File: src/rtl/imem_loader_pkg.sv
`default_nettype none
// ============================================================================
// Module   : imem_loader_pkg
// Brief    : Shared loader FSM encoding and instruction-memory geometry.
// Revision : 1.0 - initial release
// ============================================================================
package imem_loader_pkg;

    localparam int BYTES_PER_WORD = 4;
    localparam int HDR_BYTES      = 2;
    localparam int IMEM_ADDR_W    = 8;
    localparam int CNT_W          = 8 * HDR_BYTES;

    typedef enum logic [2:0] {
        ST_IDLE = 3'd0,
        ST_HDR0 = 3'd1,
        ST_HDR1 = 3'd2,
        ST_DATA = 3'd3,
        ST_CSUM = 3'd4,
        ST_DONE = 3'd5,
        ST_ERR  = 3'd6
    } state_t;

    function automatic logic is_loading(input state_t s);
        return (s == ST_HDR0) || (s == ST_HDR1) || (s == ST_DATA) || (s == ST_CSUM);
    endfunction

endpackage
`default_nettype wire

File: src/rtl/imem_loader_if.sv
`default_nettype none
// ============================================================================
// Module   : imem_loader_if
// Brief    : Host byte link plus imem synchronous write port.
// Revision : 1.0 - initial release
// ============================================================================
interface imem_loader_if #(
    parameter int ADDR_W = imem_loader_pkg::IMEM_ADDR_W,
    parameter int DATA_W = 32
);
    logic [7:0]        in_data;
    logic              in_valid;
    logic              in_ready;
    logic              mem_we;
    logic [ADDR_W-1:0] mem_addr;
    logic [DATA_W-1:0] mem_wdata;

    modport master (
        output in_data, in_valid,
        input  in_ready, mem_we, mem_addr, mem_wdata
    );

    modport slave (
        input  in_data, in_valid,
        output in_ready, mem_we, mem_addr, mem_wdata
    );
endinterface
`default_nettype wire

File: src/rtl/imem_loader_byte_packer.sv
`default_nettype none
// ============================================================================
// Module   : imem_loader_byte_packer
// Brief    : Assembles little-endian bytes into words; one-cycle word_valid pulse.
// Revision : 1.0 - initial release
// ============================================================================
module imem_loader_byte_packer
    import imem_loader_pkg::*;
#(
    parameter int DATA_W = 32
) (
    input  wire logic              clk,
    input  wire logic              rst_n,
    input  wire logic              clr,
    input  wire logic              byte_en,
    input  wire logic [7:0]        byte_in,
    output logic                   last_byte,
    output logic                   word_valid,
    output logic [DATA_W-1:0]      word_data
);

    localparam int              c_IDX_W   = $clog2(BYTES_PER_WORD);
    localparam int              c_SHIFT_W = DATA_W - 8;
    localparam logic [c_IDX_W-1:0] c_LAST = c_IDX_W'(BYTES_PER_WORD - 1);

    logic [c_IDX_W-1:0]   r_cnt;
    logic [c_SHIFT_W-1:0] r_shift;
    logic                 r_word_valid;
    logic [DATA_W-1:0]    r_word_data;
    logic [DATA_W-1:0]    w_word;

    // Bytes enter at the top so the first byte ends up in bits [7:0].
    assign w_word    = {byte_in, r_shift};
    assign last_byte = (r_cnt == c_LAST);

    always_ff @(posedge clk or negedge rst_n) begin
        if (!rst_n) begin
            r_cnt        <= '0;
            r_shift      <= '0;
            r_word_valid <= 1'b0;
            r_word_data  <= '0;
        end else begin
            r_word_valid <= byte_en && last_byte;
            if (clr) begin
                r_cnt   <= '0;
                r_shift <= '0;
            end else if (byte_en) begin
                r_cnt   <= r_cnt + 1'b1;
                r_shift <= w_word[DATA_W-1:8];
                if (last_byte) begin
                    r_word_data <= w_word;
                end
            end
        end
    end

    assign word_valid = r_word_valid;
    assign word_data  = r_word_data;

endmodule
`default_nettype wire

File: src/rtl/imem_loader.sv
`default_nettype none
// ============================================================================
// Module   : imem_loader
// Brief    : Streams a counted, checksummed program into imem while holding the CPU.
// Revision : 1.0 - initial release
// ============================================================================
module imem_loader
    import imem_loader_pkg::*;
#(
    parameter int ADDR_W = IMEM_ADDR_W,
    parameter int DATA_W = 32
) (
    input  wire logic           clk,
    input  wire logic           rst_n,
    input  wire logic           start,
    imem_loader_if.slave        bus,
    output logic                cpu_hold,
    output logic                done,
    output logic                error,
    output logic [ADDR_W:0]     words_loaded
);

    localparam logic [31:0] c_MAX_WORDS = 32'(2 ** ADDR_W);

    state_t              r_state;
    state_t              w_state_next;
    logic [CNT_W-1:0]    r_count;
    logic [7:0]          r_csum;
    logic [ADDR_W-1:0]   r_idx;
    logic [ADDR_W-1:0]   r_addr;
    logic [ADDR_W:0]     r_words;

    logic                w_accept;
    logic                w_enter_hdr0;
    logic                w_data_byte;
    logic                w_last_byte;
    logic                w_word_done;
    logic                w_last_word;
    logic [CNT_W-1:0]    w_hdr_n;
    logic [ADDR_W:0]     w_words_next;
    logic                w_word_valid;
    logic [DATA_W-1:0]   w_word_data;

    assign w_accept     = bus.in_valid && bus.in_ready;
    assign w_enter_hdr0 = start && ((r_state == ST_IDLE) || (r_state == ST_DONE) || (r_state == ST_ERR));
    assign w_data_byte  = w_accept && (r_state == ST_DATA);
    assign w_word_done  = w_data_byte && w_last_byte;
    assign w_hdr_n      = {bus.in_data, r_count[7:0]};
    assign w_words_next = r_words + 1'b1;
    assign w_last_word  = (CNT_W'(w_words_next) == r_count);

    imem_loader_byte_packer #(
        .DATA_W (DATA_W)
    ) u_packer (
        .clk        (clk),
        .rst_n      (rst_n),
        .clr        (w_enter_hdr0),
        .byte_en    (w_data_byte),
        .byte_in    (bus.in_data),
        .last_byte  (w_last_byte),
        .word_valid (w_word_valid),
        .word_data  (w_word_data)
    );

    always_ff @(posedge clk or negedge rst_n) begin
        if (!rst_n) begin
            r_state <= ST_IDLE;
        end else begin
            r_state <= w_state_next;
        end
    end

    always_comb begin
        w_state_next = r_state;
        bus.in_ready = is_loading(r_state);
        cpu_hold     = is_loading(r_state) || (r_state == ST_ERR);
        done         = (r_state == ST_DONE);
        error        = (r_state == ST_ERR);
        case (r_state)
            ST_IDLE, ST_DONE, ST_ERR: begin
                if (start) w_state_next = ST_HDR0;
            end
            ST_HDR0: begin
                if (w_accept) w_state_next = ST_HDR1;
            end
            ST_HDR1: begin
                if (w_accept) begin
                    if (32'(w_hdr_n) > c_MAX_WORDS) w_state_next = ST_ERR;
                    else if (w_hdr_n == '0)        w_state_next = ST_CSUM;
                    else                           w_state_next = ST_DATA;
                end
            end
            ST_DATA: begin
                if (w_word_done && w_last_word) w_state_next = ST_CSUM;
            end
            ST_CSUM: begin
                if (w_accept) w_state_next = (bus.in_data == r_csum) ? ST_DONE : ST_ERR;
            end
            default: w_state_next = ST_IDLE;
        endcase
    end

    // Address is captured with the word so it stays put once the index moves on.
    always_ff @(posedge clk or negedge rst_n) begin
        if (!rst_n) begin
            r_count <= '0;
            r_csum  <= '0;
            r_idx   <= '0;
            r_addr  <= '0;
            r_words <= '0;
        end else if (w_enter_hdr0) begin
            r_count <= '0;
            r_csum  <= '0;
            r_idx   <= '0;
            r_words <= '0;
        end else begin
            if (w_accept && (r_state == ST_HDR0)) r_count[7:0]  <= bus.in_data;
            if (w_accept && (r_state == ST_HDR1)) r_count[15:8] <= bus.in_data;
            if (w_data_byte) r_csum <= r_csum ^ bus.in_data;
            if (w_word_done) begin
                r_addr  <= r_idx;
                r_idx   <= r_idx + 1'b1;
                r_words <= w_words_next;
            end
        end
    end

    assign bus.mem_we    = w_word_valid;
    assign bus.mem_addr  = r_addr;
    assign bus.mem_wdata = w_word_data;
    assign words_loaded  = r_words;

endmodule
`default_nettype wire

File: src/flat_wrapper.sv
// flat-port wrapper written by rule: the top's interface ports become plain ports
module imem_loader_flat import imem_loader_pkg::*;
#(
    parameter int ADDR_W = IMEM_ADDR_W,
    parameter int DATA_W = 32
)
  (clk, rst_n, start, cpu_hold, done, error, words_loaded, bus_in_data, bus_in_valid, bus_in_ready, bus_mem_we, bus_mem_addr, bus_mem_wdata);
  imem_loader_if #(.ADDR_W(ADDR_W), .DATA_W(DATA_W)) bus_i ();
  input  wire logic clk;
  input  wire logic rst_n;
  input  wire logic start;
  output logic cpu_hold;
  output logic done;
  output logic error;
  output logic [ADDR_W:0] words_loaded;
  input wire logic [$bits(bus_i.in_data)-1:0] bus_in_data;
  input wire logic [$bits(bus_i.in_valid)-1:0] bus_in_valid;
  output wire logic [$bits(bus_i.in_ready)-1:0] bus_in_ready;
  output wire logic [$bits(bus_i.mem_we)-1:0] bus_mem_we;
  output wire logic [$bits(bus_i.mem_addr)-1:0] bus_mem_addr;
  output wire logic [$bits(bus_i.mem_wdata)-1:0] bus_mem_wdata;
  assign bus_i.in_data = bus_in_data;
  assign bus_i.in_valid = bus_in_valid;
  assign bus_in_ready = bus_i.in_ready;
  assign bus_mem_we = bus_i.mem_we;
  assign bus_mem_addr = bus_i.mem_addr;
  assign bus_mem_wdata = bus_i.mem_wdata;
  imem_loader #(.ADDR_W(ADDR_W), .DATA_W(DATA_W)) u_core (.clk(clk), .rst_n(rst_n), .start(start), .bus(bus_i), .cpu_hold(cpu_hold), .done(done), .error(error), .words_loaded(words_loaded));
endmodule
File: config.mk
export PLATFORM = sky130hd
export DESIGN_NAME = imem_loader_flat
export DESIGN_NICKNAME = d
export VERILOG_FILES = /design/src/rtl/imem_loader_pkg.sv /design/src/rtl/imem_loader_if.sv /design/src/rtl/imem_loader_byte_packer.sv /design/src/rtl/imem_loader.sv /design/src/flat_wrapper.sv
export SDC_FILE = /design/constraint.sdc
export NUM_CORES = 1
export LEC_CHECK = 0
export CAP_MARGIN = 30
export CORE_MARGIN = 1.5
export CORE_UTILIZATION = 50
export CTS_CLUSTER_DIAMETER = 50
export DETAILED_ROUTE_END_ITERATION = 10
export PLACE_DENSITY = 0.84
export SETUP_SLACK_MARGIN = 0.2
export SYNTH_ARGS = -nofsm -noshare
export SYNTH_HDL_FRONTEND = slang
export SYNTH_HIERARCHICAL = 1
export SYNTH_SLANG_ARGS = --single-unit
File: constraint.sdc
create_clock -name clk -period 6.5 [get_ports clk]
set_clock_uncertainty 0.15 [all_clocks]
set_input_delay 1.3 -clock clk [delete_from_list [all_inputs] [get_ports clk]]
set_output_delay 1.3 -clock clk [all_outputs]
set_load 0.03 [all_outputs]
---- Yosys cells after proc, flatten, opt, wreduce, memory -nomap -nowiden ----
Index checks and enable logic that the tools add are counted.
storage, ports and cells
  flip-flop bits (word level) ............. 111
  latch bits .............................. 0
  bits in writable memories ............... 0
  ROM bits ................................ 0
  bits of input ports ..................... 12
  output and inout port bits .............. 54
  logic and storage cells ................. 76
  memories kept ........................... 0
cells by class
  add/subtract/negate cells ............... 3
  multiply operators ...................... 0
  divide/modulo/power cells ............... 0
  $lt $le $gt $ge ......................... 1
  equal/unequal tests ..................... 14
  shifts and indexed selects .............. 0
  mux-type cells .......................... 22
  bitwise logic cells ..................... 2
  reductions and logical operators ........ 23
operator list
  operator                                                number
  2-to-1 mux 24 bit                                       2
  2-to-1 mux 8 bit                                        6
  2-to-1 mux 3 bit                                        7
  2-to-1 mux 9 bit                                        2
  == test 9 x 16 -> 1 bit                                 1
  > comparator 16 x 9 -> 1 bit (second input constant)    1
  zero test 16 bit                                        1
  2-to-1 mux 16 bit                                       1
  one-hot mux 3 bit (5 select lines)                      1
  adder 9 x 1 -> 9 bit (second input constant)            1
  == test 3 bit (second input constant)                   3
  adder 8 x 1 -> 8 bit (second input constant)            1
  == test 8 bit                                           1
  nonzero test 2 bit                                      4
  XOR 8 bit                                               1
  logical AND 1 bit                                       7
  == test 3 x 2 -> 1 bit (second input constant)          2
  logical OR 1 bit                                        6
  2-to-1 mux 2 bit                                        3
  inequality test 2 x 1 -> 1 bit (second input constant)  3
  AND reduction 5 bit                                     1
  inequality test 2 bit (second input constant)           2
  == test 3 x 1 -> 1 bit (second input constant)          1
  zero test 3 bit                                         1
  other kinds (6)                                         6

---- Longest topological paths before layout ----
Gate-level depths: netlist of the first run.
  depth in word-level cells ............... 10
  gate-level depth with buffers ........... 10
  gate-level depth less buffers ........... 6

---- Cells and area by module ----
The synthesis of the first run kept the hierarchy.
modules (own cells, without submodules)
  module                   times used  cells an instance  area an instance (um^2)  seq. area each (um^2)
  imem_loader              1           296                2,802.7                  1,301.2
  imem_loader_byte_packer  1           155                2,413.6                  1,476.4

---- Worst setup path after synthesis of the first run ----
Ideal clock, no wire load.
  path type ............................... register -> output
  start ................................... register u_core.r_state[0]
  end ..................................... output port cpu_hold
  arrival time ............................ 1.720 ns
  required time ........................... 5.050 ns
  path slack .............................. 3.330 ns
  cell stages (with the launch flop) ...... 5
  buffers on the path ..................... 2
  cells stage by stage .................... dfrtp_1 > buf_2 > buf_2 > nor3_1 > or2_2
between the ends
  elaborated cells on any way between the ends .. 9
  classes of those cells .................. eq/ne: 5; reduce/logical: 4
RTL lines
  what                    line                source
  from (decl)             imem_loader.sv:25   state_t r_state;
  from (signal assigned)  imem_loader.sv:69   r_state <= w_state_next;
  == test 3 bit           --
  named net error         flat_wrapper.sv:14  output logic error;
  logical OR 1 bit        imem_loader.sv:76   cpu_hold = is_loading(r_state) || (r_state == ST_ERR);
  to (decl)               flat_wrapper.sv:12  output logic cpu_hold;
The timed path passes the listed nets, and every way through them passes these cells.

---- Final worst setup path of the first run ----
  start ................................... input port bus_in_valid
  end ..................................... register u_core.r_state[1]
between the ends
  word-level cells in the longest chain between the ends .. 6
  elaborated cells on any way between the ends .. 9
  classes of those cells .................. eq/ne: 4; reduce/logical: 5
ends and longest elaborated chain
  what                                    line                source
  from (decl)                             flat_wrapper.sv:17  input wire logic [$bits(bus_i.in_valid)-1:0] bus_in_valid;
  logical AND 1 bit *                     imem_loader.sv:44   assign w_accept = bus.in_valid && bus.in_ready;
  logical AND 1 bit                       imem_loader.sv:46   assign w_data_byte = w_accept && (r_state == ST_DATA);
  logical AND 1 bit                       imem_loader.sv:47   assign w_word_done = w_data_byte && w_last_byte;
  logical AND 1 bit                       imem_loader.sv:94   if (w_word_done && w_last_word) w_state_next = ST_CSUM;
  inequality test 2 bit (no source line)  --
  AND reduction 5 bit (no source line) *  --
Mark *: on every way between the ends. The rest lies on a longest branch, timed or not.
A chain may end at the register's enable or synchronous reset.

==> flow_summary.toml, run 1 <==
[floorplanning]
ios = 66
start_util_pct = 51.0
rows = 37
core_area_sq_um = 10200
fp.dieW_um = 105
die-area_sq_um = 11100
die_y_um = 105

[clock_network]
cts_tree = "done"
post_cts_buffers = 0
clkSinkCount = 111
cts.hold.buffers_added = 0
numCtsBuffers = 9
cts.clk_slew.worst_paths_ns = 0.10
clockBufferDepth = 2
post_cts_resized = 0
root_buffer = "clkbuf_8"
cts.htree.levels = 3
clk_latency_ns = 0.37

[grt]
grt_pass1_vias = 3641
grt_pass1_wl_um = 18000
antenna_found_initial = 0
grt.total_usage_pct = 20.3
grt_max_degree = 74
grt_overflow = 0

[min_path]
min_from = "u_core/bus.mem_addr[0]$_DFFE_PN0P_"
min_path_type = "reg2reg"

[critical_path]
cp-start-kind = "input port"
path_buf_inv = 2
cp_slowest_stage_delay_ns = 0.59
cp_slowest_cell = "nand2_1"
crit_type = "in2reg"
path_cells = "clkdlybuf4s50_1 > and4b_2 > buf_4 > nand2_1 > a211oi_2 > nor4b_4 > o211ai_1"
worstSetupStartpoint = "bus_in_valid"
timing.rr.start = "u_core/r_state[0]$_DFFE_PN0P_"
worstSetupEndpointType = "register"
crit_family = "simple AND/OR/NAND/NOR gates"
cp.arrival_ns = 3.91
crit_fanout = 38
required_ns = 6.60

[timing]
whs_ns = 0.336
setup_tns_ns = 0
slew_violations = 0
rsz0062_at_grt = "false"
timing.final.hold_violations = 0
min_period_ns = 3.81
fin_crit_sh_pct = 58.7
finalSetupViolCount = 0
worst_slew_pin_slew_ns = 0.892
fmax_ghz = 0.262
slew_headroom_pct = 40.4

[outcome]
status = "complete, no violations"

[synth]
synth_nets = 466
synth_edf_count = 0
synth-main-ff-cell = "dfrtp_1"
synth_seq_area_share_pct = 53.3
synth_area_sq_um = 5220
avgSynthCellArea_sq_um = 11.6
ys_warn_count = 6
synthCells = 451
yosys.area.top_type = "dfrtp_1"
synth.distinct_cells = 52
async_flop_share_pct = 100
synth_top_area_share_pct = 53.3
ys_seq_elements = 111
netlist_top_cells_area = "dfrtp_1, mux2_4, mux2i_1, xor2_1, nand2_1"

[layout]
fin_nets = 523
drive_gt1_share_pct = 11.9
area_delta_synth_final_pct = 17.5
diodes = 0

[run]
drv_cap = 0

[routing]
ant_nets = 0
drtPass1Iterations = 5
drc = 0
vias_per_cell = 5.61
vias = 3644
wl_per_cell_um = 16.5
first_iter_violations = 257
routed_wl_um = 10700

[pwr]
peakVddDrop_mv = 0.272
leakagePower_nw = 2.90
power_per_cell_area_nw_per_um2 = 419

[placement]
gp_congestion = 0.832
hpwl_um = 7260
portBuffers = 65
==> cell usage after synthesis, types with 5 or more instances <==
master   number
o21ai_0      17
nand3_1       6
dfrtp_1     111
nor3_1        5
nor2_1       52
mux2_4       30
xnor2_1       9
xor2_1       24
a22o_1       16
a21oi_1       8
mux2i_1      25
nand2_1      54
buf_4         5
buf_2        10
nor4_1        6
==> worst min-delay path, delay by kind of cell, from the launching register on <==
| family | cells | cell delay, ns |
|---|---|---|
| simple gates | 2 | 0.10 |
| flops | 1 | 0.36 |
==> flip-flops by register name, indices dropped and copies added (netlist names) <==
name / cells
u_core/u_packer/word_data: 32
u_core/r_state: 3
u_core/u_packer/word_valid: 1
u_core/bus.mem_addr: 8
u_core/r_count: 16
u_core/r_idx: 8
u_core/u_packer/r_cnt: 2
u_core/words_loaded: 9
u_core/r_csum: 8
u_core/u_packer/r_shift: 24
==> final cells by class <==
| cell class | instances | area (sq um) |
|---|---|---|
| Inverter | 4 | 15.0 |
| Clock inverter | 5 | 41.3 |
| Multi-Input combinational cell | 313 | 2280 |
| Timing Repair Buffer | 69 | 698 |
| Clock buffer | 11 | 141 |
| Fill cell | 799 | 4100 |
| Tap cell | 136 | 170 |
| Sequential cell | 111 | 2780 |
==> through the flow <==
step / area, sq um / worst slack (ns) / total power [mW] / cells / utilization (%)
3_5_place_dp: 5950 / 2.30 / 2.19 / 633 / 58.1
4_1_cts: 6130 / 2.69 / 2.58 / 649 / 59.9
2_1_floorplan: 5220 / 3.33 / 1.82 / 451 / -
6_report: 6130 / 2.69 / 2.57 / 649 / 59.9
3_3_place_gp: 5920 / 2.38 / 2.14 / 632 / 57.8
5_1_grt: 6130 / 2.47 / 2.72 / 649 / 59.9
==> cell usage in the layout, fill, tap and decap left out, drive strengths merged, types with 3 or more instances in the layout <==
master         instances
a21oi                  9
a22o                  16
a31oi                  3
and2                   4
and3                   4
buf                    5
clkbuf                11
clkdlybuf4s50         64
dfrtp                111
ha                     3
inv                    5
mux2                  33
mux2i                 25
nand2                 54
nand3                  6
nand4                  4
nor2                  52
nor3                   5
nor3b                  4
nor4                   6
o211ai                 4
o21ai                 17
o41ai                  3
xnor2                 10
xor2                  24
==> metal layers <==
layer | GRT usage, % | vias to the layer above | share of wire, %
met5 | 0 | - | 0
met4 | 5.97 | 0 | 1.8
met3 | 4.74 | 19 | 5.0
met2 | 32.2 | 117 | 48
met1 | 28.0 | 1828 | 45
li1 | - | 1680 | -
==> where the power goes <==
part | leakage (nW) | internal (mW) | switching [mW] | total, mW
Combinational | 1.33 | 0.507 | 0.576 | 1.08
Sequential | 1.49 | 0.903 | 0.203 | 1.11
Clock | 0.0861 | 0.153 | 0.226 | 0.379
==> worst paths after layout <==
kind	to	slack [ns]	cells after the start
max in group asynchronous	u_core/r_count[15]$_DFFE_PN0P_	4.59	3
worst min register to register	u_core/bus.mem_addr[0]$_DFFE_PN0P_	0.34	2
min in group asynchronous	u_core/u_packer/word_valid$_DFF_PN0_	0.64	1
worst max register to register	u_core/r_state[1]$_DFFE_PN0P_	3.47	6
worst min-delay path	u_core/bus.mem_addr[0]$_DFFE_PN0P_	0.34	2
worst max-delay path	u_core/r_state[1]$_DFFE_PN0P_	2.69	7
==> kinds of logic (layout without fill, tap and decap cells) <==
kind of cell	after synthesis	count (layout)	share of synthesized area, %
buf+inv	27	89	2.97
mux	58	58	14.1
compound gates	66	66	8.85
fa+ha+maj	3	3	0.720
simple gates	152	152	14.1
xor+xnor	34	34	6.07
flops	111	111	53.3
Power figures use the tool's default switching activity.
==> run 2: changes to the inputs <==
- PLACE_DENSITY: 0.84 -> 0.87
- clock period: 6.5 -> 3.4 ns (I/O delays scaled with it)
==> run 2 against run 1 <==
Clock power up 110%. Clock-buffer cell count down 1. First-iteration DRC count fell by 5.1%. Non-clock buffer count grew 7. Sequential share of layout area shrank 0.57 points. Largest cell class unchanged.
==> flow_summary.toml, run 2 (synthesis results as in run 1) <==
[floorplanning]
fp.dieW_um = 105
ios = 66
core_area_sq_um = 10200
rows = 37
start_util_pct = 51.0
die_y_um = 105
die-area_sq_um = 11100

[pwr]
power_per_cell_area_nw_per_um2 = 806
p_sw_share_pct = 39.0
peakVddDrop_mv = 0.554
p_int_mw = 3.05
clockPowerShare_pct = 16.1
pwr-share-seq_pct = 42.1
p_sw_mw = 1.95
p_comb_share_pct = 41.8
leakagePower_nw = 2.95

[run]
drv_cap = 0

[timing]
slew_headroom_pct = 43.3
setup_tns_ns = 0
finalSetupViolCount = 0
fin_crit_sh_pct = 90.0
rsz0062_at_grt = "false"
min_period_ns = 3.06
worst_slew_pin_slew_ns = 0.848
fmax_ghz = 0.327
slew_violations = 0
timing.final.hold_violations = 0

[critical_path]
crit_fanout = 15
cp-start-kind = "register"
crit_type = "reg2out"
required_ns = 2.57
cp.arrival_ns = 2.23
r2r_slack_ns = 0.96
worstSetupEndpointType = "output pin"

[grt]
grt_pass1_vias = 3711
antenna_found_initial = 0
grt_pass1_wl_um = 18800
grt_max_degree = 58
grt_overflow = 0
grt.total_usage_pct = 21.4

[layout]
mostFrequentLayoutCell = "dfrtp_1"
layout.cells.non_filler = 656
mostFrequentLayoutCells = "dfrtp_1, clkdlybuf4s50_1, nand2_1"
diodes = 0
drive_gt1_share_pct = 13.1
fin_nets = 530
area_delta_synth_final_pct = 19.0
largest_register_ffs = 32
utilization_pct = 60.7

[min_path]
min_path_type = "in2async"

[clock_network]
clkSinkCount = 111
cts_tree = "done"
post_cts_buffers = 0
cts.clk_slew.worst_paths_ns = 0.10
cts.hold.buffers_added = 0
clockBufferDepth = 2
numCtsBuffers = 9
cts.htree.levels = 3
root_buffer = "clkbuf_8"
clk_latency_ns = 0.37
post_cts_resized = 0

[routing]
drtPass1Iterations = 5
top_layer_used = "met4"
ant_nets = 0
wl_met2_um = 5370
vias = 3679
first_iter_violations = 244
drc = 0
routed_wl_um = 11000
wl_per_cell_um = 16.8
vias_per_cell = 5.61
wl_met3_um = 539
drt-met1-wl_um = 4930

[placement]
placedCellCount = 640
hpwl_um = 7470
portBuffers = 65
gp_congestion = 0.887

[outcome]
status = "complete, no violations"
run 2: path summary, 6_finish.rpt:
kind / from / to / cells past startpoint
max: u_core/r_state[2]$_DFFE_PN0P_ / cpu_hold / 4
min: rst_n / u_core/bus.mem_addr[5]$_DFFE_PN0P_ / 1
max reg2reg: u_core/r_state[0]$_DFFE_PN0P_ / u_core/u_packer/word_data[24]$_DFFE_PN0P_ / 6
min reg2reg: u_core/bus.mem_addr[1]$_DFFE_PN0P_ / u_core/bus.mem_addr[1]$_DFFE_PN0P_ / 2
max in group asynchronous: rst_n / u_core/u_packer/word_data[29]$_DFFE_PN0P_ / 2
min in group clk: u_core/bus.mem_addr[1]$_DFFE_PN0P_ / u_core/bus.mem_addr[1]$_DFFE_PN0P_ / 2
run 2: critical path: stages, from the launching register on:
cell and delay [ns]:
dfrtp_1 0.65, inv_1 0.16, nor3_1 0.24, or2_2 0.16, clkdlybuf4s50_1 0.66
run 2: area by class of cell:
cell class                 count  area [sq um]
clock buffer                  10           128
inverter                       4          15.0
clock inverter                 6          75.1
multi-input combinational    313          2280
tap                          136           170
timing repair buffer          76           756
fill                         827          4030
sequential                   111          2780
run 2: metal layers:
| metal | global-route usage [%] | vias up |
|---|---|---|
| met1 | 28.6 | 1846 |
| met5 | 0 | - |
| met4 | 5.68 | 0 |
| met2 | 34.9 | 130 |
| li1 | - | 1691 |
| met3 | 5.24 | 12 |
run 2: through the flow:
stage / hold WS, ns / power, mW / cell area [sq um] / setup slack [ns]
2_1_floorplan: 0.234 / 3.48 / 5220 / 0.715
3_3_place_gp: 0.307 / 4.11 / 6000 / 0.574
3_5_place_dp: 0.313 / 4.20 / 6000 / 0.521
4_1_cts: 0.220 / 5.03 / 6210 / 0.359
5_1_grt: 0.229 / 5.31 / 6210 / 0.223
6_report: 0.207 / 5.00 / 6210 / 0.339
run 2: power by group through the flow:
stage	combinational (mW)	clock [mW]	sequential, mW
6_report	2.09	0.804	2.11
2_1_floorplan	1.18	0	2.30
3_5_place_dp	2.07	0	2.12
3_3_place_gp	2.01	0	2.10
4_1_cts	2.09	0.833	2.10
5_1_grt	2.25	0.893	2.16
==> run 3: changes to the inputs <==
- GPL_ROUTABILITY_DRIVEN: default -> 0
- PLACE_DENSITY: 0.87 -> 0.84
- clock period: 3.4 -> 3.8 ns (I/O delays scaled with it)
==> run 3 against run 2 <==
Critical path depth stayed put. Clock-buffer cell count stayed put. Wire length shrank 3.1%. Cell count down 0.76%. Sequential share of layout area increased by 0.52 points. Global-route usage fell by 1.2 points. Worst setup slack better by 0.33 ns. Via count is 2.9% lower. Utilization fell by 0.70 points. Sequential power decreased by 10%. Largest cell class unchanged.
==> flow_summary.toml, run 3 (synthesis results as in run 1) <==
[outcome]
status = "complete, no violations"

[pwr]
leakagePower_nw = 2.92
total_power_mw = 4.39
peakVddDrop_mv = 0.428
power_per_cell_area_nw_per_um2 = 716

[grt]
grt.total_usage_pct = 20.2
antenna_found_initial = 0
grt_pass1_vias = 3614
grt_overflow = 0
grt_max_degree = 95
grt_pass1_wl_um = 17900

[critical_path]
crit_fanout = 15
worstSetupStartpoint = "u_core/r_state[2]$_DFFE_PN0P_"
path_cells = "inv_1 > nor3_1 > or2_2 > clkdlybuf4s50_1"
endpoint = "cpu_hold"
cp.arrival_ns = 2.22
worstSetupEndpointType = "output pin"
required_ns = 2.89
crit_family = "buffers and inverters"
r2r_cells = 5
crit_type = "reg2out"
cp-start-kind = "register"
cp_slowest_stage_delay_ns = 0.67
r2r_slack_ns = 1.20
path_buf_inv = 2
cp_slowest_cell = "clkdlybuf4s50_1"
timing.rr.start = "u_core/r_state[0]$_DFFE_PN0P_"
critical_path_depth = 4
r2r_end = "u_core/u_packer/word_data[16]$_DFFE_PN0P_"

[clock_network]
cts_tree = "done"
cts.htree.levels = 3
numCtsBuffers = 9
clkSinkCount = 111
root_buffer = "clkbuf_8"
clk_latency_ns = 0.37
post_cts_buffers = 0
cts.hold.buffers_added = 0
post_cts_resized = 0
clockBufferDepth = 2
cts.clk_slew.worst_paths_ns = 0.10

[routing]
wl_met3_um = 620
routed_wl_um = 10600
vias_per_cell = 5.49
top_layer_used = "met4"
ant_nets = 0
vias = 3571
drc = 0
wl_per_cell_um = 16.4
wl_met2_um = 5270
drt-met1-wl_um = 4640
drtPass1Iterations = 5
first_iter_violations = 264

[layout]
fin_nets = 525
mostFrequentLayoutCell = "dfrtp_1"
drive_gt1_share_pct = 12.4
mostFrequentLayoutCells = "dfrtp_1, clkdlybuf4s50_1, nand2_1"
largest_register_ffs = 32
diodes = 0
area_delta_synth_final_pct = 17.6

[placement]
hpwl_um = 7160
portBuffers = 65

[timing]
slew_violations = 0
finalSetupViolCount = 0
rsz0062_at_grt = "false"
timing.final.hold_violations = 0
slew_headroom_pct = 38.2
min_period_ns = 3.13
worst_slew_pin_slew_ns = 0.925
setup_tns_ns = 0
fin_crit_sh_pct = 82.5
fmax_ghz = 0.319

[floorplanning]
die-area_sq_um = 11100
core_area_sq_um = 10200
start_util_pct = 51.0
rows = 37
fp.dieW_um = 105
die_y_um = 105
ios = 66

[run]
drv_cap = 0

[min_path]
min_path_type = "in2async"
## run 3: cell types whose count changed in the layout (fill, tap and decap cells not counted)
| cell | previous run | this run |
|---|---|---|
| clkinv_2 | 0 | 2 |
| clkbuf_1 | 1 | 0 |
| buf_4 | 10 | 6 |
| buf_12 | 2 | 1 |
| inv_8 | 1 | 0 |
| bufinv_16 | 1 | 0 |
| clkbuf_8 | 9 | 10 |
## run 3: worst min path at each step
| stage | startpoint | to | slack [ns] | depth (start not counted) |
|---|---|---|---|---|
| finish | rst_n | u_core/bus.mem_addr[0]$_DFFE_PN0P_ | 0.1 | 1 |
| global route | rst_n | u_core/bus.mem_addr[5]$_DFFE_PN0P_ | 0.08 | 1 |
| CTS | rst_n | u_core/bus.mem_addr[5]$_DFFE_PN0P_ | 0.09 | 1 |
| detailed placement | u_core/bus.mem_addr[2]$_DFFE_PN0P_ | u_core/bus.mem_addr[2]$_DFFE_PN0P_ | 0.31 | 2 |
| global placement | u_core/bus.mem_addr[2]$_DFFE_PN0P_ | u_core/bus.mem_addr[2]$_DFFE_PN0P_ | 0.31 | 2 |
| floorplan | rst_n | u_core/bus.mem_addr[0]$_DFFE_PN0P_ | 0.31 | 0 |
## run 3: worst register-to-register path, stage by stage (launching register included)
cell and delay [ns]:
dfrtp_1 0.64, inv_1 0.19, a21o_1 0.21, and2_1 0.17, nand3b_4 0.57, mux2_4 0.54
## run 3: stage by stage
| stage | setup WS, ns | hold WS [ns] | cell area [sq um] | std cells | utilization, % |
|---|---|---|---|---|---|
| detailed placement | 0.832 | 0.313 | 5950 | 635 | 58.2 |
| floorplan | 1.12 | 0.310 | 5220 | 451 | - |
| finish | 0.666 | 0.0965 | 6130 | 651 | 60.0 |
| global placement | 0.908 | 0.308 | 5950 | 635 | 58.2 |
| CTS | 0.671 | 0.0877 | 6130 | 651 | 60.0 |
| global route | 0.519 | 0.0825 | 6130 | 651 | 60.0 |
## run 3: layer usage
layer  GRT usage [%]  vias to the layer above
li1                -                     1682
met1            27.5                     1756
met2            32.3                      119
met3            5.12                       14
met4            5.38                        0
met5               0                        -
## run 3: where the power goes
group	total [mW]	switching, mW	leakage (nW)	internal (mW)
sequential	1.89	0.341	1.49	1.55
combinational	1.85	0.985	1.33	0.866
clock	0.653	0.393	0.0930	0.260
total	4.39	1.72	2.92	2.67
## run 3: area by class of cell
class | instances | area, sq um
clock inverters | 6 | 43.8
multi-input cells | 313 | 2280
flip-flops and latches | 111 | 2780
repair buffers | 71 | 706
fillers | 824 | 4100
inverters | 4 | 15.0
well taps | 136 | 170
clock buffers | 10 | 138
